File: src/rtl/mem_stage_pkg.sv
// Shared definitions for the memory load stage: load-op encodings, the load
// state machine type and bus-width helpers derived from PC_W/DEST_W.
package mem_stage_pkg;

  localparam logic [2:0] LD_W  = 3'b000;
  localparam logic [2:0] LD_B  = 3'b001;
  localparam logic [2:0] LD_H  = 3'b010;
  localparam logic [2:0] LD_BU = 3'b011;
  localparam logic [2:0] LD_HU = 3'b100;

  // PASS is the transient WAIT+data_ok cycle; it never persists in the register.
  typedef enum logic [1:0] {
    ST_EMPTY = 2'd0,
    ST_WAIT  = 2'd1,
    ST_HOLD  = 2'd2,
    ST_PASS  = 2'd3
  } ld_state_e;

  function automatic int es2ms_bus_w(input int pc_w, input int dest_w);
    return pc_w + 32 + 4 + dest_w + 1;
  endfunction

  function automatic int ms2ws_bus_w(input int pc_w, input int dest_w);
    return pc_w + 1 + dest_w + 32;
  endfunction

endpackage

File: src/rtl/load_align.sv
// Combinational byte/half selection and extension of returned load data.
// Misaligned half/word offsets are treated as aligned down.
module load_align
  import mem_stage_pkg::*;
(
  input  logic [31:0] rdata,
  input  logic [1:0]  offset,
  input  logic [2:0]  ld_op,
  output logic [31:0] result
);

  logic [7:0]  byte_sel;
  logic [15:0] half_sel;

  always_comb begin
    byte_sel = rdata[{offset, 3'b000} +: 8];
    half_sel = offset[1] ? rdata[31:16] : rdata[15:0];
    case (ld_op)
      LD_B:    result = {{24{byte_sel[7]}}, byte_sel};
      LD_H:    result = {{16{half_sel[15]}}, half_sel};
      LD_BU:   result = {24'h0, byte_sel};
      LD_HU:   result = {16'h0, half_sel};
      default: result = rdata;
    endcase
  end

endmodule

File: src/rtl/mem_ld_stage.sv
// Memory stage: holds one instruction, waits for load data, aligns it and
// hands the result to WB; returns belonging to flushed loads are discarded.
module mem_ld_stage
  import mem_stage_pkg::*;
#(
  parameter int PC_W   = 32,
  parameter int DEST_W = 5,
  parameter int DISC_W = 2
) (
  input  logic                                 clk,
  input  logic                                 reset,
  input  logic                                 es2ms_valid,
  output logic                                 ms_allowin,
  input  logic [es2ms_bus_w(PC_W, DEST_W)-1:0] es2ms_bus,
  input  logic                                 data_sram_data_ok,
  input  logic [31:0]                          data_sram_rdata,
  input  logic                                 ms_flush,
  input  logic                                 ws_allowin,
  output logic                                 ms2ws_valid,
  output logic [ms2ws_bus_w(PC_W, DEST_W)-1:0] ms2ws_bus,
  output logic                                 mem_rf_we,
  output logic [DEST_W-1:0]                    mem_dest,
  output logic [31:0]                          final_result,
  output logic                                 ms_ld_wait
);

  logic [PC_W-1:0]   in_pc;
  logic [31:0]       in_alu;
  logic              in_mreq;
  logic [2:0]        in_ldop;
  logic [DEST_W-1:0] in_dest;
  logic              in_gr_we;

  assign {in_pc, in_alu, in_mreq, in_ldop, in_dest, in_gr_we} = es2ms_bus;

  logic [PC_W-1:0]   pc_q;
  logic [31:0]       alu_q;
  logic              mreq_q;
  logic [2:0]        ldop_q;
  logic [DEST_W-1:0] dest_q;
  logic              grwe_q;
  logic              valid_q, valid_d;
  ld_state_e         state_q, state_d;
  logic [DISC_W-1:0] disc_q, disc_d;
  logic [31:0]       hold_q, hold_d;

  logic        dok, ready_go, accept, disc_inc, disc_dec;
  logic [31:0] ld_result;

  // A return is ours only once every flushed request has been drained.
  assign dok         = data_sram_data_ok && (disc_q == '0);
  assign ready_go    = !mreq_q || (state_q == ST_HOLD) || (state_q == ST_WAIT && dok);
  assign ms_allowin  = !valid_q || (ready_go && ws_allowin);
  assign ms2ws_valid = valid_q && ready_go;
  assign accept      = es2ms_valid && ms_allowin && !ms_flush;
  assign ms_ld_wait  = valid_q && mreq_q && (state_q == ST_WAIT) && !dok;
  assign disc_inc    = ms_flush && valid_q && mreq_q && (state_q == ST_WAIT) && !dok;
  assign disc_dec    = data_sram_data_ok && (disc_q != '0);

  always_comb begin
    valid_d = valid_q;
    state_d = state_q;
    hold_d  = hold_q;
    disc_d  = disc_q;
    if (ms_allowin) begin
      valid_d = es2ms_valid;
      state_d = (es2ms_valid && in_mreq) ? ST_WAIT : ST_EMPTY;
    end else if (valid_q && state_q == ST_WAIT && dok) begin
      state_d = ST_HOLD;
      hold_d  = data_sram_rdata;
    end
    if (ms_flush) begin
      valid_d = 1'b0;
      state_d = ST_EMPTY;
    end
    if (disc_inc && !disc_dec && disc_q != '1) begin
      disc_d = disc_q + DISC_W'(1);
    end else if (disc_dec && !disc_inc) begin
      disc_d = disc_q - DISC_W'(1);
    end
  end

  always_ff @(posedge clk) begin
    if (reset) begin
      valid_q <= 1'b0;
      state_q <= ST_EMPTY;
      disc_q  <= '0;
      hold_q  <= '0;
    end else begin
      valid_q <= valid_d;
      state_q <= state_d;
      disc_q  <= disc_d;
      hold_q  <= hold_d;
    end
  end

  always_ff @(posedge clk) begin
    if (accept) begin
      pc_q   <= in_pc;
      alu_q  <= in_alu;
      mreq_q <= in_mreq;
      ldop_q <= in_ldop;
      dest_q <= in_dest;
      grwe_q <= in_gr_we;
    end
  end

  load_align u_load_align (
    .rdata  ((state_q == ST_HOLD) ? hold_q : data_sram_rdata),
    .offset (alu_q[1:0]),
    .ld_op  (ldop_q),
    .result (ld_result)
  );

  assign final_result = mreq_q ? ld_result : alu_q;
  assign mem_rf_we    = valid_q && grwe_q;
  assign mem_dest     = dest_q;
  assign ms2ws_bus    = {pc_q, grwe_q, dest_q, final_result};

endmodule

File: config.mk
export PLATFORM = sky130hd
export DESIGN_NAME = mem_ld_stage
export DESIGN_NICKNAME = d
export VERILOG_FILES = /design/src/rtl/mem_stage_pkg.sv /design/src/rtl/load_align.sv /design/src/rtl/mem_ld_stage.sv
export SDC_FILE = /design/constraint.sdc
export NUM_CORES = 1
export LEC_CHECK = 0
export BUFFER_PORTS_ARGS = -buffer_cell sky130_fd_sc_hd__buf_2
export CORE_MARGIN = 2
export CORE_UTILIZATION = 45
export DETAILED_ROUTE_END_ITERATION = 10
export MAX_ROUTING_LAYER = met4
export PLACE_DENSITY_LB_ADDON = 0.2
export SLEW_MARGIN = 10
export SYNTH_ARGS = -nofsm -noshare
export SYNTH_HDL_FRONTEND = slang
export SYNTH_HIERARCHICAL = 1
export SYNTH_SLANG_ARGS = --single-unit
File: constraint.sdc
create_clock -name clk -period 4.9 [get_ports clk]
set_clock_uncertainty 0.15 [all_clocks]
set_input_delay 0.735 -clock clk [delete_from_list [all_inputs] [get_ports clk]]
set_output_delay 0.735 -clock clk [all_outputs]
set_load 0.05 [all_outputs]
==> impl_metrics.py <==
metrics = {
    "outcome": {
        "status": "complete, no violations",
    },
    "yosys": {
        "ys_ff_latch": 111,
        "synth_cell_type_count": 51,
        "synth_top_area_cell": "edfxtp_1",
        "async_reset_ff_frac": 0,
        "synth_top_cell_area_share": 0.370,
        "synth_warnings": 6,
        "yosysSeqAreaShare": 0.493,
        "syn-instance-count": 540,
        "ys.flop_type": "edfxtp_1",
        "yosysMostFrequentCell": "nand2_1",
        "synthTopCellsByArea": "edfxtp_1, dfxtp_1, mux2_2",
        "avgSynthCellArea_um2": 11.1,
        "synth_edf_count": 74,
        "synthesis.nets": 652,
        "synthTopCellsByCount": "nand2_1, edfxtp_1, mux2_2, buf_4, dfxtp_1",
        "syn_area_um2": 6010,
    },
    "power": {
        "p_sw_w": 0.000723,
        "internal_power_w": 0.00162,
        "power_density_nw_per_um2": 327,
        "p_sw_frac": 0.308,
        "ir_drop_mv": 0.210,
        "clkPwrFrac": 0.340,
        "p_leak_nw": 2.80,
        "pwr-share-seq": 0.447,
        "p_comb_frac": 0.213,
    },
    "clocking": {
        "ctsHoldBuffers": 0,
        "cts_max_path_buffers": 2,
        "cts_setup_buffers": 0,
        "clock_latency_ps": 350,
        "cts_tree": "done",
        "cts-root-buf": "clkbuf_16",
        "post_cts_resize_count": 0,
        "htreeDepth": 3,
        "cts_buffers": 9,
        "cts_num_sinks": 111,
        "path_clk_slew_ps": 70,
    },
    "grt": {
        "grt_pass1_wl_mm": 25.1,
        "gr-usage-met1": 0.301,
        "grt_max_degree": 75,
        "grt_use_total": 0.232,
        "grt_pass1_vias": 4820,
        "overflow": 0,
        "antenna_found_initial": 0,
        "met2_usage": 0.373,
        "use_met3": 0.0328,
        "grt-busiest-layer": "met2",
    },
    "placement": {
        "port_buffers": 222,
        "dpl_worst_slack_ps": 1340,
        "hpwl_mm": 12.0,
        "place.gp.congestion": 0.915,
    },
    "sta": {
        "layout_setup_ws_ps": 979,
        "finalCriticalPeriod_ps": 3920,
        "period_share": 0.800,
        "relSlewSlack": 0.220,
        "worst_pin_slew_ps": 1170,
        "tns_ps": 0,
        "rsz0062_at_grt": "false",
        "finalMaxSlewViolations": 0,
        "finalSetupViolations": 0,
        "final-hold-violation-count": 0,
        "clock.fmax_mhz": 255,
    },
    "worst_setup_path": {
        "path_cells": "nand2b_1 > buf_4 > mux2_2 > and4b_1 > o221ai_1 > a21oi_1 > mux2_2 > buf_2",
        "crit_family": "multiplexers",
        "cp_common_cell": "mux2_2",
        "max_stage_delay_ps": 450,
        "worstSetupPathType": "flip-flop to output pin",
        "critPathCaptureType": "output pin",
        "required_ps": 4010,
        "cpMaxStageDelayCell": "dfxtp_1",
        "r2r_end": "alu_q[4]",
        "ff2ff_path_depth": 6,
        "crit_path_start_kind": "flip-flop",
        "path_buf_inv": 2,
        "cp_max_fo": 30,
        "r2r_slack_ps": 1990,
        "cp.arrival_ps": 3040,
        "regToRegStartpoint": "state_q[0]",
    },
    "finish": {
        "final_util": 0.547,
        "area_growth_pct": 19.5,
        "layout-drive-gt1-share": 0.474,
        "nets": 810,
        "antenna_cells": 0,
    },
    "routing": {
        "drc": 0,
        "avgViaCountPerCell": 5.46,
        "dr.first_iter.drc_count": 445,
        "avgRoutedWirePerCell_um": 18.4,
        "drtPass1Iterations": 5,
        "totalWireLength_mm": 16.2,
        "via_count": 4801,
        "antenna_left": 0,
    },
    "floorplanning": {
        "core_um2": 13100,
        "fp-row-count": 42,
        "die_h_um": 120,
        "die_x_um": 120,
        "dieArea_um2": 14300,
        "initial_utilization": 0.458,
        "io_pins": 223,
    },
    "worst_hold_path": {
        "hold_path.startpoint": "hold_q[0]",
        "min_to": "hold_q[0]",
        "min_path_cells": 2,
        "worstHoldPathType": "flip-flop to flip-flop",
    },
    "flow_run": {
        "cap_violations": 0,
    },
}
-- cells in the final DEF (no fill, tap or decap), drive strengths merged, types with 6 or more instances in the layout --
cell	count
o2111ai	7
inv	8
a32oi	9
o211ai	16
buf	227
clkbuf	9
nand2	75
and4b	14
a211oi	7
nand3	12
o221ai	7
nand2b	6
mux2	67
nor2b	10
edfxtp	74
a21oi	42
dfxtp	37
o21ai	28
-- power groups by stage --
stage,sequential [W],clock (W),combinational [W]
final,0.00105,0.000798,0.000501
after CTS,0.00105,0.000813,0.000502
after detailed placement,0.00107,0,0.000501
after floorplan,0.00111,0,0.000354
after global routing,0.00105,0.000849,0.000526
after global placement,0.00107,0,0.000498
-- cell type report --
| cell class | count | area [um2] |
|---|---|---|
| well taps | 176 | 220 |
| clock inverters | 7 | 101 |
| fillers | 1175 | 5950 |
| repair buffers | 227 | 1150 |
| flip-flops and latches | 111 | 2960 |
| multi-input cells | 344 | 2510 |
| inverters | 5 | 18.8 |
| clock buffers | 9 | 225 |
-- layer usage --
metal	wire [um]	vias to the layer above
li1	-	2287
met4	391	0
met5	0	-
met1	6930	2264
met2	7770	223
met3	1070	27
-- flip-flops by register name, indices dropped and copies added, names as in the netlist --
register and cells:
ldop_q 3, alu_q 32, valid_q 1, pc_q 32
hold_q 32, grwe_q 1, disc_q 2, mreq_q 1
mem_dest 5, state_q 2
-- cell families (layout without fill, tap and decap cells) --
kind of cell / count (synthesis) / after routing / synth area share
AOI/OAI and AO/OA: 128 / 128 / 0.153
xor gates and xnor gates: 2 / 2 / 0.00416
buffers and inverters: 85 / 248 / 0.0916
DFF: 111 / 111 / 0.493
muxes: 68 / 68 / 0.128
and+or+nand+nor: 146 / 146 / 0.130
-- through the flow --
step	hold WS, ps	area, um2	std cells	power (W)
floorplan	284	6010	540	0.00146
CTS	309	7180	879	0.00236
global placement	289	6850	863	0.00157
global route	326	7180	879	0.00243
detailed placement	299	6850	863	0.00157
finish	306	7180	879	0.00235
-- worst min-delay path: stages, from the launching register on --
cell and delay [ps]:
dfxtp_1 310, nand2_1 50, a21oi_1 50
-- worst max path at each step --
stage                             from               to  depth (start not counted)
global route                state_q[0]  final_result[0]                          8
finish                      state_q[0]  final_result[0]                          8
floorplan            data_sram_data_ok         alu_q[0]                          5
CTS                         state_q[0]  final_result[0]                          8
detailed placement  data_sram_rdata[7]    ms2ws_bus[15]                          7
global placement    data_sram_rdata[7]    ms2ws_bus[15]                          7
No activity file was read; power rests on OpenSTA's default activity.
